### src/rtl/bit_window_fetch_pkg.sv
// Shared widths and window-state encoding for the bit window feeder.
package bitwin_pkg;
  localparam int BYTE_W   = 8;
  localparam int WIN_W    = 16;
  localparam int MAX_TAKE = 8;

  typedef enum logic [1:0] {
    W_EMPTY = 2'd0,
    W_HALF  = 2'd1,
    W_FULL  = 2'd2
  } win_state_e;
endpackage

### src/rtl/bit_window_fetch_fifo.sv
// Small byte FIFO with registered storage, wrapping pointers and an occupancy count.
module byte_fifo
  import bitwin_pkg::*;
#(
  parameter int DEPTH = 4
) (
  input  logic                    clk,
  input  logic                    rst_n,
  input  logic                    clr,
  input  logic                    wr_en,
  input  logic [BYTE_W-1:0]       wr_data,
  input  logic                    rd_en,
  output logic [BYTE_W-1:0]       rd_data,
  output logic                    full,
  output logic                    empty,
  output logic [$clog2(DEPTH):0]  count
);
  localparam int AW = $clog2(DEPTH);
  localparam int CW = AW + 1;

  logic [BYTE_W-1:0] mem [DEPTH];
  logic [AW-1:0]     wr_ptr;
  logic [AW-1:0]     rd_ptr;
  logic              do_wr;
  logic              do_rd;

  assign do_wr = wr_en && !full && !clr;
  assign do_rd = rd_en && !empty && !clr;

  always_ff @(posedge clk or negedge rst_n) begin
    if (!rst_n) begin
      wr_ptr <= '0;
      rd_ptr <= '0;
      count  <= '0;
    end else if (clr) begin
      wr_ptr <= '0;
      rd_ptr <= '0;
      count  <= '0;
    end else begin
      if (do_wr) wr_ptr <= wr_ptr + AW'(1);
      if (do_rd) rd_ptr <= rd_ptr + AW'(1);
      case ({do_wr, do_rd})
        2'b10:   count <= count + CW'(1);
        2'b01:   count <= count - CW'(1);
        default: count <= count;
      endcase
    end
  end

  // Storage carries no reset; only pointers and count define what is valid.
  always_ff @(posedge clk) begin
    if (do_wr) mem[wr_ptr] <= wr_data;
  end

  assign rd_data = mem[rd_ptr];
  assign full    = (count == CW'(DEPTH));
  assign empty   = (count == '0);
endmodule

### src/rtl/bit_window_fetch.sv
// Turns a valid/ready byte stream into a 16-bit LSB-first window plus bit offset for a funnel shifter.
module bit_window_fetch
  import bitwin_pkg::*;
#(
  parameter int DEPTH = 4
) (
  input  logic                    clk,
  input  logic                    rst_n,
  input  logic [BYTE_W-1:0]       in_data,
  input  logic                    in_valid,
  output logic                    in_ready,
  input  logic                    flush,
  output logic [WIN_W-1:0]        win,
  output logic [3:0]              sh,
  output logic                    win_valid,
  input  logic                    take,
  input  logic [3:0]              take_len,
  output logic                    err,
  output logic [$clog2(DEPTH):0]  fifo_cnt
);
  win_state_e        state;
  win_state_e        state_nxt;
  logic [BYTE_W-1:0] lo;
  logic [BYTE_W-1:0] lo_nxt;
  logic [BYTE_W-1:0] hi;
  logic [BYTE_W-1:0] hi_nxt;
  logic [2:0]        off;
  logic [2:0]        off_nxt;
  logic              err_nxt;
  logic [4:0]        sum;
  logic              take_ok;
  logic              push;
  logic              pop;
  logic [BYTE_W-1:0] head;
  logic              fifo_full;
  logic              fifo_empty;

  // in_ready depends only on registered occupancy, never on take/take_len.
  assign in_ready = !fifo_full;
  assign push     = in_valid && !fifo_full && !flush;

  byte_fifo #(
    .DEPTH (DEPTH)
  ) u_fifo (
    .clk     (clk),
    .rst_n   (rst_n),
    .clr     (flush),
    .wr_en   (push),
    .wr_data (in_data),
    .rd_en   (pop),
    .rd_data (head),
    .full    (fifo_full),
    .empty   (fifo_empty),
    .count   (fifo_cnt)
  );

  assign sum     = 5'(off) + 5'(take_len);
  assign take_ok = take && (state == W_FULL) && (take_len != 4'd0)
                   && (take_len <= 4'(MAX_TAKE));

  always_ff @(posedge clk or negedge rst_n) begin
    if (!rst_n) begin
      state <= W_EMPTY;
      lo    <= '0;
      hi    <= '0;
      off   <= '0;
      err   <= 1'b0;
    end else begin
      state <= state_nxt;
      lo    <= lo_nxt;
      hi    <= hi_nxt;
      off   <= off_nxt;
      err   <= err_nxt;
    end
  end

  always_comb begin
    state_nxt = state;
    lo_nxt    = lo;
    hi_nxt    = hi;
    off_nxt   = off;
    err_nxt   = 1'b0;
    pop       = 1'b0;
    if (flush) begin
      state_nxt = W_EMPTY;
      lo_nxt    = '0;
      hi_nxt    = '0;
      off_nxt   = '0;
    end else if (take && !take_ok) begin
      // An illegal take freezes the window for this cycle and only raises err.
      err_nxt = 1'b1;
    end else begin
      case (state)
        W_EMPTY: begin
          if (!fifo_empty) begin
            lo_nxt    = head;
            pop       = 1'b1;
            state_nxt = W_HALF;
          end
        end
        W_HALF: begin
          if (!fifo_empty) begin
            hi_nxt    = head;
            pop       = 1'b1;
            state_nxt = W_FULL;
          end
        end
        W_FULL: begin
          if (take_ok) begin
            // sum is 1..15, so sum-8 on the wrap path is just its low three bits.
            off_nxt = sum[2:0];
            if (sum >= 5'd8) begin
              lo_nxt = hi;
              if (!fifo_empty) begin
                hi_nxt = head;
                pop    = 1'b1;
              end else begin
                hi_nxt    = '0;
                state_nxt = W_HALF;
              end
            end
          end
        end
        default: begin
          state_nxt = W_EMPTY;
          lo_nxt    = '0;
          hi_nxt    = '0;
          off_nxt   = '0;
        end
      endcase
    end
  end

  assign win       = {hi, lo};
  assign sh        = {1'b0, off};
  assign win_valid = (state == W_FULL);
endmodule

### config.mk
export PLATFORM = sky130hd
export DESIGN_NAME = bit_window_fetch
export DESIGN_NICKNAME = d
export VERILOG_FILES = /design/src/rtl/bit_window_fetch_pkg.sv /design/src/rtl/bit_window_fetch_fifo.sv /design/src/rtl/bit_window_fetch.sv
export SDC_FILE = /design/constraint.sdc
export NUM_CORES = 1
export LEC_CHECK = 0
export BUFFER_PORTS_ARGS = -buffer_cell sky130_fd_sc_hd__buf_2
export CAP_MARGIN = 40
export CORE_AREA = 3 3 83 85
export CTS_CLUSTER_SIZE = 8
export DETAILED_ROUTE_END_ITERATION = 7
export DIE_AREA = 0 0 86 88
export PLACE_DENSITY_LB_ADDON = 0.08
export RECOVER_POWER = 25
export SYNTH_ARGS = -nofsm -noshare
export SYNTH_HDL_FRONTEND = slang
export SYNTH_HIERARCHICAL = 1
export SYNTH_SLANG_ARGS = --single-unit
### constraint.sdc
create_clock -name clk -period 2.5 [get_ports clk]
set_input_delay 0.25 -clock clk [delete_from_list [all_inputs] [get_ports clk]]
set_output_delay 0.25 -clock clk [all_outputs]
set_load 0.1 [all_outputs]
; Word level (Yosys, flattened, before mapping)
; Memory sizes are Yosys's and may differ from the RTL's.
; Index checks and enable logic that the tools add are counted.
[totals]
ff_bits = 29
mem_bits_rw = 32
in_bits = 17
out_inout_bits = 26
word_cells = 95
memories = 1
[op_classes]
addsub = 5
n_lt_le_gt_ge = 2
eq_ne = 14
mux = 40
reduce_logical = 25
[memory_table]
columns = memory, depth, word_bits, read_ports, rd_clocked_by_memory_dff, write_ports, line_no
row1 = u_fifo.mem, 4, 8, 1, 0, 1, bit_window_fetch_fifo.sv:21  ; logic [BYTE_W-1:0] mem [DEPTH];
[ops]
columns = op, count
row1 = $mux 8, 10
row2 = $pmux 8 s3, 2
row3 = $mux 2, 11
row4 = $mux 3, 4
row5 = $pmux 3 s2, 2
row6 = $logic_and 1x1->1, 10
row7 = $reduce_and 5->1, 2
row8 = $mux 1, 9
row9 = $ne 3x2->1 const B, 3
row10 = $ne 2x2->1 const B, 3
row11 = $ne 3x3->1 const B, 2
row12 = $pmux 2 s3, 1
row13 = $reduce_and 6->1, 1
row14 = $add 3x4->5, 1
row15 = $ge 5x4->1 const B, 1
row16 = $add 2x1->2 const B, 2
row17 = $eq 2x1->1 const B, 2
row18 = $eq 2x2->1 const B, 2
row19 = $le 4x4->1 const B, 1
row20 = $logic_not 1->1, 4
row21 = $reduce_bool 2->1, 2
row22 = $reduce_bool 4->1, 1
row23 = $add 3x1->3 const B, 1
row24 = $eq 3x3->1 const B, 1
row25 = 8 further kinds, 8

; Logic depth before layout (Yosys ltp)
; Gate-level depths: netlist of run 1.
[logic_depth]
ltp_word = 13
mapped_depth = 14
ltp_nobuf = 14

; Modules after synthesis
; Netlist of run 1, hierarchy kept.
[modules_own_cells]
columns = mod, instances, cells_each, area_per_inst_um2, seq_area_each_um2
row1 = byte_fifo, 1, 107, 1720.4, 1136.1
row2 = bit_window_fetch, 1, 130, 1373.8, 550.5

; Worst setup path before layout of run 1
; OpenSTA, ideal clock, no wires.
[synth_timing]
path_kind = register to register
from = register off[0]
to = register u_fifo.count[1]
setup_time_ps = 136
arrival_time_ps = 3286
t_required_ps = 2364
slack_ps = -921
stages_incl_launch_ff = 15
n_path_buf = 0
period_less_slack_ps = 3421
path_cell_list = dfrtp_1 ha_1 inv_1 fa_1 nand3_1 o211ai_1 nand2b_1 a211oi_1 nor2_1 nand2b_1 nor3_1 fa_1 o311a_1 a21oi_1 nor3_1
[synth_via]
elab_chain_len = 12
elab_cells_between_ends = 14
cone_classes = add/sub: 1 / order compare: 1 / eq/ne: 2 / mux: 7 / reduce/logical: 3
[synth_lines]
columns = item, line_no
row1 = from (decl), bit_window_fetch.sv:27  ; logic [2:0] off;
row2 = from (signal assigned), bit_window_fetch.sv:72  ; off <= off_nxt;
row3 = $add 3x4->5 (*), bit_window_fetch.sv:57  ; assign sum = 5'(off) + 5'(take_len);
row4 = $ge 5x4->1 (*), bit_window_fetch.sv:112  ; if (sum >= 5'd8) begin
row5 = $mux 1 (*), bit_window_fetch.sv:112
row6 = $mux 1 (*), bit_window_fetch.sv:109  ; if (take_ok) begin
row7 = $pmux 1 s2 (*), bit_window_fetch.sv:93  ; case (state)
row8 = $mux 1 (*), bit_window_fetch.sv:89  ; end else if (take && !take_ok) begin
row9 = $mux 1 (*), bit_window_fetch.sv:84  ; if (flush) begin
row10 = net pop, bit_window_fetch.sv:33  ; logic pop;
row11 = $logic_and 1x1->1 (*) (2 in series), bit_window_fetch_fifo.sv:28  ; assign do_rd = rd_en && !empty && !clr;
row12 = $eq 2x1->1 / $eq 2x2->1 (equally long branches), bit_window_fetch_fifo.sv:42  ; case ({do_wr, do_rd})
row13 = $pmux 3 s2, bit_window_fetch_fifo.sv:42
row14 = $mux 3, bit_window_fetch_fifo.sv:35  ; end else if (clr) begin
row15 = to (signal assigned), bit_window_fetch_fifo.sv:43  ; 2'b10: count <= count + CW'(1);
row16 = to (signal assigned), bit_window_fetch_fifo.sv:44  ; 2'b01: count <= count - CW'(1);
row17 = to (signal assigned), bit_window_fetch_fifo.sv:45  ; default: count <= count;
row18 = to (decl), bit_window_fetch_fifo.sv:16  ; output logic [$clog2(DEPTH):0] count
; The timed path passes the listed nets; every way through them passes the cells marked *.
; A chain may end at the register's enable or synchronous reset.

; Worst setup path after layout of run 1
; Same ends and word-level chain as after synthesis.

==> results, run 1 <==
- The required time of the critical path is 2.76 ns.
- At the later pin of the worst-skew pair, clock insertion delay measures 0.34 ns.
- In this design, the largest share of critical-path delay is due to adder cells.
- The switching component of the power is 727 uW.
- The warning count from the yosys run is 6.
- The cell repeated most along the worst path is nand2b_1.
- The share of power burned in the clock network is 35.1%.
- Dividing the detail-routed wire length by the instance count gives 15.8 um.
- In this design, the stage delay of the slowest critical-path cell is 0.51 ns.
- After routing, the total negative slack on setup checks comes to -0.134 ns.
- At the pin with the least slew margin, the transition time is 1.66 ns.
- The final total power is 2.31 mW.
- The first global-routing pass estimated 9950 um of wire.
- Static timing analysis puts the maximum clock frequency at 0.380 GHz.
- The register area share after synthesis is 54.5%.
- After synthesis the cells add up to 3090 um2.
- The max capacitance violation total is 1.
- For the finished layout, the period the worst path requires is 2.63 ns.
- The class of the tightest hold or removal check is in -> reg.
- The maximum fanout encountered on the critical timing path is 2.
- Setup repair after global routing could not meet its margin everywhere.
- The layer with the highest usage is met2.
- After synthesis, the cell types taking the most area are edfxtp_1 (31%), dfrtp_1 (23%), mux4_2 (5.8%), ha_1 (4.4%), mux2i_1 (3.6%).
- The clock-pin slew on the worst setup and hold paths is 0.08 ns.
- The post-detailed-routing wire length is 5980 um.
- The worst-case setup margin in the final layout is -0.134 ns.
- The power density relative to cell area is 626 nW/um2.
- The synthesized area per cell is 13.1 um2.
- The via density per instance is 5.20.
- The clock sink total is 61.
- The number of H-tree levels is 3.
- The net switching fraction of the power is 31.5%.
- The initialized floorplan defines 29 standard-cell rows.
- The run finished, with violations left.
- The worst hold-check slack is 0.187 ns.
- The met2 routing resource usage after global routing is 27.0%.
- The critical path start-end classification is reg -> reg.
- The fraction of synthesized cell area taken by the top area cell type is 31.1%.
- The count of distinct cell types in the synthesized netlist is 55.
- The leftover overflow at the end of global routing is 0.
- After technology mapping, the gate count stands at 237.
- The number of slew-limit violations in the final report is 30.
- In the global route stage, met1 resource usage came out at 23.5%.
- The height of the die is 88 um.
- The library cell occupying the most area in the post-synthesis netlist is edfxtp_1.
- Setup violations remaining at the end of the flow were counted as 1.
- The number of remaining DRC errors is 0.
- The worst slack at placement is -0.175 ns.
- TritonCTS built the clock tree.
- STA classifies the critical path startpoint as a register.
- The most used flip-flop cell after synthesis is edfxtp_1.
- The first detailed-routing pass ran for 4 iterations.
- The initial antenna violation count was 0.
- The relative contribution of combinational cells to total power is 17.1%.
- The post-route fraction of the period consumed by the critical path is 105%.
- The met3 usage in global routing is 4.14%.
- Walking the worst path, the cells encountered are ha_4, inv_2, fa_2, nand3_1, o211ai_1, nand2b_1, a211oi_2, nor2_1, nand2b_1, nor3_2, fa_1, o311a_1, a21oi_1, nor3_1.
- The largest net degree at the start of global routing is 30.
- At the end of the flow, the number of nets in the layout was 327.
- The repair_antennas step left the layout with diodes totalling 0.
- The buffer type at the clock tree root is clkbuf_8.
- The hold violation total from the final report is 0.
- In this run the static leakage power is 1.50 nW.
- The headroom to the max-slew limit is -10.4%.
- The count of nets left with antenna violations once routing finished came out at 0.
- Routability-driven placement finished with a final weighted congestion of 0.818.
- The post-route netlist has 33.8% of its cells at a drive strength greater than 1.
- The synthesized net count is 267.
- Yosys mapped a number of flops with a built-in enable equal to 32.
- The x dimension of the die is 86 um.
- The share of total power in sequential cells is 47.8%.
- The area of the die is 7570 um2.
- Buffers inserted during clock tree synthesis total 9.
- The proportion of synthesized flip-flops having asynchronous set or reset is 47.5%.
- The worst path buffer plus inverter count is 1.
- Counting flops and latches in the post-synthesis netlist gives 61.
- In this run the standard cell core region covers 6280 um2.
- The longest clock path from root to sink contains 2 buffers.
- The I/O pin total is 43.
- The worst setup skew after layout is 0.00787 ns.
- The aggregate global-route resource usage is 17.4%.
- The number of DRC markers after the initial detailed-route iteration is 75.
- The internal power is 1.58 mW.
- The estimated wirelength of the detail-placed design is 4210 um.
- The peak ir drop on the vdd network is 0.380 mV.
- The via count of the first global-routing pass is 1,990.
- The initial core utilization is 49.3%.
- Compared with the post-synthesis result, the final layout area differs by 19.2%.
- The number of filler cells placed in the layout is 546.
- STA classifies the critical path endpoint as a register.
- The number of port buffers is 41.
- Data arrives at the worst endpoint at 2.89 ns.
- The standard cell with the maximum stage delay on the critical path is fa_1.
- The final reports fail on capacitance limit, slew limit, setup timing.
- Detailed routing inserted a total of 1,972 vias.
==> per-stage QoR <==
step | util [%] | area, um2 | cells
floorplan | - | 3120 | 237
global placement | 55.4 | 3480 | 361
detailed placement | 55.4 | 3480 | 361
CTS | 58.8 | 3690 | 378
global route | 58.8 | 3690 | 379
finish | 58.8 | 3690 | 379
==> registers in the layout, indices dropped and copies added, names as in the netlist <==
register / flops
u_fifo/rd_ptr: 2
lo: 8
u_fifo/count: 3
state: 2
u_fifo/wr_ptr: 2
u_fifo/mem: 32
err: 1
off: 3
hi: 8
==> synth_stat cells, types with 4 or more instances <==
cell type	instances
mux4_2	8
nand2_1	12
o2bb2ai_1	8
inv_1	19
nor2_1	15
edfxtp_1	32
a22oi_1	8
nand2b_1	6
dfrtp_1	29
and2_1	5
a21oi_1	6
ha_1	11
nand3_1	5
xnor2_1	4
mux2i_1	11
==> final timing paths <==
check / from / endpoint / slack [ns] / cells after the start
max: off[0]$_DFFE_PN0P_ / u_fifo/count[1]$_DFFE_PN0P_ / -0.13 / 14
min: in_data[3] / u_fifo/mem[3][3]$_DFFE_PP_ / 0.19 / 1
max reg2reg: off[0]$_DFFE_PN0P_ / u_fifo/count[1]$_DFFE_PN0P_ / -0.13 / 14
min reg2reg: lo[0]$_DFFE_PN0P_ / lo[0]$_DFFE_PN0P_ / 0.49 / 1
max in group asynchronous: rst_n / off[1]$_DFFE_PN0P_ / 0.46 / 2
min in group asynchronous: rst_n / lo[2]$_DFFE_PN0P_ / 0.87 / 2
==> per-layer routing <==
| metal | wire, um | vias up | part of all wire [%] |
|---|---|---|---|
| li1 | - | 981 | - |
| met1 | 2910 | 943 | 49 |
| met2 | 2750 | 42 | 46 |
| met3 | 244 | 6 | 4.1 |
| met4 | 74 | 0 | 1.2 |
| met5 | 0 | - | 0 |
==> layout by cell type (no fill, tap or decap), drive strengths merged, types with 3 or more instances in the layout <==
cell type	instances
a22oi	8
buf	50
nor3	5
o2bb2ai	8
edfxtp	32
nor2	16
nand2	12
dfrtp	29
nand2b	6
ha	11
nor3b	4
mux2i	11
and2	6
clkinv	5
clkbuf	18
a31oi	3
a21oi	7
mux4	8
nor2b	3
o21ai	3
o21a	3
inv	22
xnor2	4
nand3	5
==> power by group through the flow <==
stage	registers (mW)	clock network (mW)	logic, mW
after floorplan	1.23	0	0.191
after global placement	1.12	0	0.392
after detailed placement	1.12	0	0.395
after CTS	1.10	0.830	0.400
after global routing	1.11	0.872	0.427
final	1.10	0.810	0.396
==> cell families (layout without fill, tap and decap cells) <==
group,after synthesis,in the layout,synth area share [%]
AO/OA/AOI/OAI,42,42,11.6
other,1,1,0.121
multiplexers,19,19,9.38
XOR/XNOR,6,6,1.70
AND/OR/NAND/NOR,64,64,12.1
flip-flops,61,61,54.5
buffers and inverters,31,96,4.89
adder cells (fa/ha/maj),13,13,5.74
==> timing repair <==
action / 4_1_cts / 5_1_grt
hold endpoints to repair: 29 / 0
setup buffers: 0 / 1
resized for setup: 3 / 0
pin swaps: 0 / 1
hold buffers: 1 / 0
setup endpoints to repair: 2 / 2
==> layout make-up <==
class | instances | area [um2] | share of cell area [%]
flip-flops and latches | 61 | 1700 | 46.0
multi-input cells | 145 | 1300 | 35.1
repair buffers | 60 | 339 | 9.19
clock buffers | 9 | 124 | 3.36
well taps | 77 | 96.3 | 2.61
inverters | 20 | 75.1 | 2.03
clock inverters | 7 | 60.1 | 1.63
Note: power is estimated with default switching activity, not from simulation.
==> inputs of run 2 (changes only) <==
--- a/config.mk
+++ b/config.mk
@@ -7,11 +7,11 @@
 export LEC_CHECK = 0
 export BUFFER_PORTS_ARGS = -buffer_cell sky130_fd_sc_hd__buf_2
 export CAP_MARGIN = 40
-export CORE_AREA = 3 3 83 85
+export CORE_AREA = 2 2 82 84
 export CTS_CLUSTER_SIZE = 8
 export DETAILED_ROUTE_END_ITERATION = 7
-export DIE_AREA = 0 0 86 88
-export PLACE_DENSITY_LB_ADDON = 0.08
+export DIE_AREA = 0 0 84 86
+export PLACE_DENSITY = 0.77
 export RECOVER_POWER = 25
 export SYNTH_ARGS = -nofsm -noshare
 export SYNTH_HDL_FRONTEND = slang
==> run 2 against run 1 <==
  * Design area grew 1.8%
  * Register-to-register slack lost 0.09 ns
  * Combinational power grew 2%
  * The run still ends with capacitance limit, slew limit, setup timing left
  * Largest power group unchanged
==> results, run 2 (synthesized netlist as in run 1, its figures left out) <==
- The global-route wire length before repair is 10,200 um.
- The highest clock rate is 0.368 GHz.
- Setup repair after global routing could not meet its margin everywhere.
- Counting the fill cells in the layout gives 508.
- The register with the most flip-flops in the layout has 32 of them.
- The floorplan step set the die width to 84 um.
- Input and output buffers added on the ports amount to 41.
- Data on the critical path arrives at its endpoint at 2.97 ns.
- Using the TritonRoute via totals, the vias-per-cell ratio works out to 5.39.
- For the final database, setup skew stands at 0.00734 ns.
- During I/O placement, the number of pins put on the boundary was 43.
- Final hold analysis gives a worst-case slack of 0.170 ns.
- The post-route cell area is 3760 um2.
- IR analysis of the VDD net gives a maximum drop of 0.352 mV.
- The worst setup path is of the reg -> reg kind.
- Compared with the post-synthesis result, the final layout area differs by 21.4%.
- After detailed routing, the average wire length per cell comes to 15.7 um.
- The number of slew-limit violations in the final report was 30.
- The minimum clock period after layout is 2.72 ns.
- The required time of the critical path is 2.74 ns.
- After floorplanning, the core was divided into 29 placement rows.
- Headroom to the max-slew limit came out at -10.1%.
- The count of antenna diodes in the layout is 0.
- The cell repeated most along the worst path is nand2b_1.
- In the post-route analysis, the smallest setup slack over all paths is -0.221 ns.
- The max capacitance violation total is 1.
- The number of DRC markers after the initial detailed-route iteration is 76.
- The via count of the first global-routing pass came to 2,110.
- The core area is 6280 um2.
- The register ranked first by flip-flop count is u_fifo/mem.
- The standard cell with the maximum stage delay on the critical path is fa_2.
- The H-tree was split into 3 levels.
- The pre-antenna-repair detailed-routing pass consisted of 4 iterations.
- Entering global routing, the biggest net connects 30 pins.
- Cells with a size suffix above 1 make up 35.5% of the layout.
- Once placement finished, the instance area stood at 3500 um2.
- The clock-pin slew on the worst setup and hold paths is 0.07 ns.
- The signal on the critical path passes through ha_1, or2_2, o211ai_1, nand2b_1, a211oi_2, nor2_1, nand2b_1, nor3_2, fa_2, o311a_1, a21oi_1, nor3_1.
- The class of the tightest hold or removal check is in -> reg.
- Routability-driven placement finished with a final weighted congestion of 0.784.
- Summing over every cut layer, the via total after detailed routing is 2,070.
- The initial antenna violation count was 0.
- STA classifies the critical path endpoint as a register.
- On the worst path, the slowest cell contributes a delay of 0.55 ns.
- For this configuration, the core starts out at a cell density of 49.3%.
- The hold violation total from the final report is 0.
- The flow ran to the end, but the final reports show violations.
- Of all nets on the critical path, the largest fanout is 3.
- In this run the deepest clock path goes through 2 buffers.
- Summing internal, switching and leakage power gives 2.37 mW.
- The post-detailed-routing wire length is 6050 um.
- For this run, the post-layout net count is 332.
- The floorplan step defined a die boundary enclosing 7220 um2.
- TritonCTS created 9 clock buffers.
- The measured slew at the worst slew-check pin is 1.65 ns.
- The top cell types in the final layout, fill and taps aside, are buf_2 (32), edfxtp_1 (32), dfrtp_1 (23), buf_4 (23), inv_1 (18).
- The post-route fraction of the period consumed by the critical path is 109%.
- The CTS tree is yes.
- The clock sink total is 61.
- The cell leakage power is 1.53 nW.
- Once detailed placement completed, the half-perimeter wirelength came to 4110 um.
- Setup violations remaining at the end of the flow were counted as 1.
- The type of element launching the critical path is a register.
- The die is 86 um tall.
- The buffer type at the clock tree root is clkbuf_8.
- For this design the ratio of total power to cell area is 631 nW/um2.
- The clock latency on the worst-skew pair is 0.33 ns.
- The checks that failed: capacitance limit, slew limit, setup timing.
- For this run, the total global-route usage over all layers was measured as 18.3%.
- In the final layout, the registers with the most flip-flops are u_fifo/mem x32, hi x8, lo x8.
- The leftover overflow at the end of global routing is 0.
- The count of nets left with antenna violations once routing finished came out at 0.
- For this run, design rule violations remaining after detail routing come to 0.
## run 2: what timing repair did
| action | 4_1_cts | 5_1_grt |
|---|---|---|
| gates cloned | 0 | 0 |
| gates resized for setup | 2 | 4 |
| buffers inserted | 0 | 4 |
| hold buffers | 1 | 0 |
| pin swaps | 0 | 2 |
| hold endpoints to repair | 29 | 0 |
| endpoints found under the setup margin | 2 | 3 |
## run 2: through the flow
stage / worst slack, ns / std cells / setup TNS [ns] / utilization (%)
finish: -0.221 / 384 / -0.221 / 59.8
detailed placement: -0.242 / 364 / -0.246 / 55.8
global route: -0.348 / 384 / -0.451 / 59.8
CTS: -0.214 / 381 / -0.214 / 59.3
floorplan: -0.439 / 237 / -0.694 / -
global placement: -0.111 / 364 / -0.111 / 55.8
## run 2: metal layers
layer	up-vias	wire [um]	GRT usage, %
li1	989	-	-
met1	1032	2610	22.4
met2	42	3120	31.1
met3	7	221	4.04
met4	0	91	8.65
met5	-	0	0
## run 2: final cells by class
type	instances	area [um2]	share of cell area, %
clock buffers	9	124	3.30
clock inverters	7	73.8	1.97
inverters	20	75.1	2.00
multi-input cells	145	1310	34.9
flip-flops and latches	61	1700	45.2
well taps	77	96.3	2.56
repair buffers	65	377	10.0
## run 2: path summary, 6_finish.rpt
kind,startpoint,depth (start not counted),slack (ns),endpoint
worst max-delay path,off[2]$_DFFE_PN0P_,12,-0.22,u_fifo/count[1]$_DFFE_PN0P_
worst min-delay path,in_data[3],1,0.17,u_fifo/mem[3][3]$_DFFE_PP_
worst max register to register,off[2]$_DFFE_PN0P_,12,-0.22,u_fifo/count[1]$_DFFE_PN0P_
worst min register to register,lo[0]$_DFFE_PN0P_,1,0.48,lo[0]$_DFFE_PN0P_
max in group asynchronous,rst_n,2,0.45,off[0]$_DFFE_PN0P_
min in group asynchronous,rst_n,2,0.87,hi[3]$_DFFE_PN0P_
## run 2: worst max-delay path: cells and delay by family (launching register included)
kind	cells	cell delay, ns
adders and majority gates	2	0.90
and+or+nand+nor	6	0.81
AOI/OAI and AO/OA	4	0.50
DFF	1	0.42
## run 2: where the power goes
part	switching, mW	internal [mW]
clock network	0.399	0.463
logic	0.281	0.125
registers	0.0168	1.09
